### src/rtl/mat_partial_accum.sv
// rtl/mat_partial_accum.sv - accumulates DIM*DIM partial-product sets and drains the saturated matrix
module mat_partial_accum #(
  parameter int DIM   = 3,
  parameter int ACC_W = 10
) (
  input  logic       i_clk,
  input  logic       i_rst,
  input  logic       i_clk_e,
  input  logic [7:0] i_in_data,
  input  logic       i_in_valid,
  input  logic       i_in_last,
  output logic       o_in_ready,
  output logic [7:0] o_out_data,
  output logic       o_out_valid,
  output logic       o_out_last,
  input  logic       i_out_ready,
  output logic       o_err
);

  localparam int NE    = DIM * DIM;
  localparam int IDX_W = $clog2(NE);
  localparam logic [IDX_W-1:0] IDX_LAST = IDX_W'(NE - 1);
  localparam logic signed [ACC_W-1:0] MAX8 = ACC_W'(127);
  localparam logic signed [ACC_W-1:0] MIN8 = ACC_W'(-128);

  typedef enum logic {ST_ACCUM, ST_DRAIN} state_t;

  state_t                  state_q, state_d;
  logic [IDX_W-1:0]        idx_q, idx_d;
  logic signed [ACC_W-1:0] acc_q [NE];
  logic signed [ACC_W-1:0] acc_d [NE];
  logic [7:0]              out_data_q, out_data_d;
  logic                    out_valid_q, out_valid_d;
  logic                    out_last_q, out_last_d;
  logic                    err_q, err_d;
  logic signed [ACC_W-1:0] sel_acc;
  logic                    load_out;
  logic                    beat;
  logic                    hs;

  function automatic logic signed [ACC_W-1:0] sat_acc(input logic signed [ACC_W-1:0] a,
                                                      input logic signed [7:0] b);
    logic signed [ACC_W:0] s;
    s = {a[ACC_W-1], a} + {{(ACC_W-7){b[7]}}, b};
    if (s[ACC_W] != s[ACC_W-1])
      sat_acc = s[ACC_W] ? {1'b1, {(ACC_W-1){1'b0}}} : {1'b0, {(ACC_W-1){1'b1}}};
    else
      sat_acc = s[ACC_W-1:0];
  endfunction

  function automatic logic [7:0] sat8(input logic signed [ACC_W-1:0] a);
    if (a > MAX8)
      sat8 = 8'h7F;
    else if (a < MIN8)
      sat8 = 8'h80;
    else
      sat8 = a[7:0];
  endfunction

  // The producer ignores back-pressure: every valid enabled cycle in ACCUM is a beat.
  assign beat = i_clk_e && i_in_valid && (state_q == ST_ACCUM);
  assign hs   = i_clk_e && out_valid_q && i_out_ready;

  always_comb begin
    state_d     = state_q;
    idx_d       = idx_q;
    acc_d       = acc_q;
    out_data_d  = out_data_q;
    out_valid_d = out_valid_q;
    out_last_d  = out_last_q;
    err_d       = err_q;
    load_out    = 1'b0;

    if (beat) begin
      for (int e = 0; e < NE; e++) begin
        if (idx_q == IDX_W'(e))
          acc_d[e] = sat_acc(acc_q[e], i_in_data);
      end
      idx_d = (idx_q == IDX_LAST) ? '0 : idx_q + 1'b1;
      if (i_in_last) begin
        if (idx_q != IDX_LAST)
          err_d = 1'b1;
        idx_d    = '0;
        state_d  = ST_DRAIN;
        load_out = 1'b1;
      end
    end

    if (state_q == ST_DRAIN) begin
      if (i_clk_e && i_in_valid)
        err_d = 1'b1;
      if (hs) begin
        if (idx_q == IDX_LAST) begin
          for (int e = 0; e < NE; e++)
            acc_d[e] = '0;
          idx_d       = '0;
          out_valid_d = 1'b0;
          out_last_d  = 1'b0;
          out_data_d  = '0;
          state_d     = ST_ACCUM;
        end else begin
          idx_d    = idx_q + 1'b1;
          load_out = 1'b1;
        end
      end
    end

    // Output element is taken from the post-update sums so the final beat is included.
    sel_acc = '0;
    for (int e = 0; e < NE; e++) begin
      if (idx_d == IDX_W'(e))
        sel_acc = acc_d[e];
    end
    if (load_out) begin
      out_valid_d = 1'b1;
      out_data_d  = sat8(sel_acc);
      out_last_d  = (idx_d == IDX_LAST);
    end
  end

  always_ff @(posedge i_clk or posedge i_rst) begin
    if (i_rst) begin
      state_q     <= ST_ACCUM;
      idx_q       <= '0;
      for (int e = 0; e < NE; e++)
        acc_q[e] <= '0;
      out_data_q  <= '0;
      out_valid_q <= 1'b0;
      out_last_q  <= 1'b0;
      err_q       <= 1'b0;
    end else begin
      state_q     <= state_d;
      idx_q       <= idx_d;
      for (int e = 0; e < NE; e++)
        acc_q[e] <= acc_d[e];
      out_data_q  <= out_data_d;
      out_valid_q <= out_valid_d;
      out_last_q  <= out_last_d;
      err_q       <= err_d;
    end
  end

  assign o_in_ready  = (state_q == ST_ACCUM);
  assign o_out_data  = out_data_q;
  assign o_out_valid = out_valid_q;
  assign o_out_last  = out_last_q;
  assign o_err       = err_q;

endmodule

### config.mk
export PLATFORM = sky130hd
export DESIGN_NAME = mat_partial_accum
export DESIGN_NICKNAME = d
export VERILOG_FILES = /design/src/rtl/mat_partial_accum.sv
export SDC_FILE = /design/constraint.sdc
export NUM_CORES = 1
export LEC_CHECK = 0
export BUFFER_PORTS_ARGS = -buffer_cell sky130_fd_sc_hd__buf_2
export CORE_ASPECT_RATIO = 0.75
export CORE_UTILIZATION = 29
export CTS_BUF_LIST = sky130_fd_sc_hd__clkbuf_8
export CTS_CLUSTER_DIAMETER = 150
export DETAILED_ROUTE_END_ITERATION = 10
export PLACE_DENSITY_LB_ADDON = 0.1
export SLEW_MARGIN = 20
export SYNTH_ARGS = -nofsm -noshare
export SYNTH_HDL_FRONTEND = slang
export SYNTH_SLANG_ARGS = --single-unit
### constraint.sdc
create_clock -name i_clk -period 6.2 [get_ports i_clk]
set_clock_uncertainty 0.05 [all_clocks]
set_input_delay 0.93 -clock i_clk [delete_from_list [all_inputs] [get_ports i_clk]]
set_output_delay 0.93 -clock i_clk [all_outputs]
set_load 0.02 [all_outputs]
==> summary.txt <==
Floorplan
  • Placement Rows: 57
  • Starting Density: 0.298
  • Die H: 161 µm
  • Boundary Pins: 26
  • Die width: 214 µm
  • Core area: 32700 µm²
  • Die Area: 34400 µm²

Synthesis
  • Post-synth EDFFs: 0
  • Most frequent cells after synthesis: ha_1, dfrtp_1, nand2_1, nor2_1, o21ai_0
  • Mapped Area: 9750 µm²
  • Avg Inst Size Synth: 8.53 µm²
  • Top-count cell post-synth: ha_1
  • Ys Warns: 0
  • Sequential-to-total area share from yosys stat: 0.272
  • Synth area leaders: dfrtp_1, ha_1, o21ai_0, nand2_1, nor2_1
  • Number of synthesized register bits: 106
  • Syn_nets: 1275
  • Async SR Flop Fraction: 1.00
  • Synth area leader: dfrtp_1
  • Distinct cells, synth: 91
  • Synth top area share: 0.272
  • Top_reg_cell synth: dfrtp_1
  • Synthesized netlist cell count: 1142

Timing
  • RSZ-0062 raised after global routing: no
  • Rel. slew slack: 0.347
  • Endpoints failing setup: 0
  • Final Max Tran Viols: 0
  • Min cycle time layout: 5.39 ns
  • Slew of the pin with the lowest slew margin: 0.980 ns
  • Tcrit/Tclk final: 0.869
  • Final hold violation count: 0
  • Setup TNS Final: 0 ns
  • FMAX: 186 MHz

Min path
  • Hold Crit Class: reg -> reg

Finish
  • Final instance area: 10700 µm²
  • Layout Nets: 1300
  • Area of the multi-input gates: 6770 µm²
  • Layout cells sized above 1: 0.0922
  • FF+latch area: 2650 µm²
  • Layout area overhead: 9.67%
  • Fillers: 3438
  • Fin cells: 1615
  • Final core utilization: 0.327

Detailed routing
  • Vias: 8746
  • Residual DRC: 0
  • Pre-antenna DRT Iters: 5
  • WL/cell: 21.5 µm
  • Number of vias per cell: 5.42
  • Final ANT Viol Nets: 0
  • Total Routed Length: 34.7 mm
  • First DRT Iteration DRCs: 559

Placement
  • Dpl hpwl: 26.7 mm
  • Port Buffers: 25
  • Dpl cells: 1598
  • Placed cell areas: 10500 µm²
  • Placer congestion estimate: 0.864

Clock tree
  • CTS Buffer Depth: 2
  • CTS Buf Count: 9
  • Post-CTS setup buffers: 0
  • Clk sinks: 106
  • CTS clk-pin slew, worst paths: 0.12 ns
  • CTS Hold Bufs: 0
  • Clock Root Buffer: clkbuf_8
  • Post-CTS Resized: 0
  • CTS tree: done
  • Max H-tree Level: 3
  • Worst-skew pair later-pin latency: 0.41 ns

Pwr
  • LEAKAGE: 0.00503 µW
  • Pwr Density: 259 nW/µm²
  • Maximum vdd drop: 0.000116 V

Flow run
  • Max-cap check violation count: 0

Outcome
  • Outcome: finished clean

Setup path
  • WP data arrival: 5.65 ns
  • Worst-path maximum fanout: 9
  • Critical path capture point type: flip-flop
  • CP required: 6.46 ns
  • Setup CP Type: in -> reg
  • Startpoint types: primary input

Global routing
  • Global route overflow: 0
  • Largest net degree at the start of global routing: 64
  • Vias in the first global route: 8561
  • First-pass GRT wire length: 53.5 mm
  • Initial antenna violation count: 0
  • GRT Overall Usage: 0.208
cells in the final DEF, fill, tap and decap left out, types with 8 or more instances in the layout:
master    instances
xor2_1           18
or2_2             8
o211a_1           8
fa_1              9
o31ai_1          10
nor2_1          100
o21ai_0          94
a21oi_1          72
o221a_2          11
buf_4            22
o211ai_1         25
a31oi_1          15
nor3_1           29
a22oi_1          10
and2_1           15
dfrtp_1         106
nand2_1         101
xnor2_1          31
nand2b_1         18
a21o_1           26
o21bai_1         13
a22o_1            8
ha_1            110
a211oi_1         27
nand3_1          17
clkbuf_8          9
and3_1           10
inv_1            50
o21a_1           23
buf_2            25
nor2b_1          13
cell type report:
type	instances	area share
sequential	106	0.248
inverter	53	0.0191
multi-input combinational	950	0.633
clock inverter	7	0.00866
timing repair buffer	47	0.0272
tap	442	0.0517
antenna	1	0.000234
clock buffer	9	0.0116
critical path: stages:
cell       delay, ns
buf_2           0.22
ha_1            0.29
a211oi_1        0.26
o21bai_1        0.13
a2111oi_0       0.79
o21bai_1        0.13
a21oi_1         0.21
xnor2_1         0.16
ha_1            0.27
or4b_1          0.50
a31oi_1         0.27
nor2_1          0.07
or4_1           0.58
a31oi_2         0.31
o22ai_2         0.21
o311ai_1        0.30
sequential cells by signal, summed over array words and instances (netlist names):
name / flops
idx_q: 4
o_err: 1
state_q: 1
o_out_valid: 1
o_out_last: 1
o_out_data: 8
acc_q: 90
final timing paths:
path,start,end,slack [ns],cells after the start
max,i_in_data[0],o_out_data[3]$_DFFE_PP0P_,0.81,16
min,o_err$_DFF_PP0_,o_err$_DFF_PP0_,0.41,1
max reg2reg,acc_q[61]$_DFF_PP0_,o_out_data[3]$_DFFE_PP0P_,1.15,15
min reg2reg,o_err$_DFF_PP0_,o_err$_DFF_PP0_,0.41,1
max in group asynchronous,i_rst,acc_q[56]$_DFF_PP0_,4.30,3
min in group asynchronous,i_rst,acc_q[85]$_DFF_PP0_,0.65,2
report_power, final:
group	internal [µW]	switching (µW)
clock network	228	289
registers	769	87.8
logic	485	911
total	1480	1290
metal layers:
layer,vias up,GRT usage,share of wire
li1,4337,-,-
met1,4240,0.325,0.55
met2,150,0.296,0.40
met3,19,0.0368,0.041
met4,0,0.0364,0.011
met5,-,0,0
cells by family (layout without fill, tap and decap cells):
logic type / after synthesis / in the layout / share of synthesized area
AO/OA/AOI/OAI: 420 / 420 / 0.303
XOR/XNOR: 49 / 49 / 0.0440
adder cells (fa/ha/maj): 119 / 119 / 0.160
buffers and inverters: 86 / 116 / 0.0347
flip-flops: 106 / 106 / 0.272
multiplexers: 2 / 2 / 0.00205
other: 0 / 1 / 0
AND/OR/NAND/NOR: 360 / 360 / 0.185
metrics by stage:
step / setup WS, ns / hold WS (ns) / total power (µW)
2_1_floorplan: 1.24 / 0.412 / 1830
3_3_place_gp: 0.456 / 0.390 / 2260
3_5_place_dp: 0.405 / 0.394 / 2250
4_1_cts: 0.845 / 0.420 / 2760
5_1_grt: 0.392 / 0.447 / 2950
6_report: 0.812 / 0.413 / 2770
(Power assumes the default switching activity.)
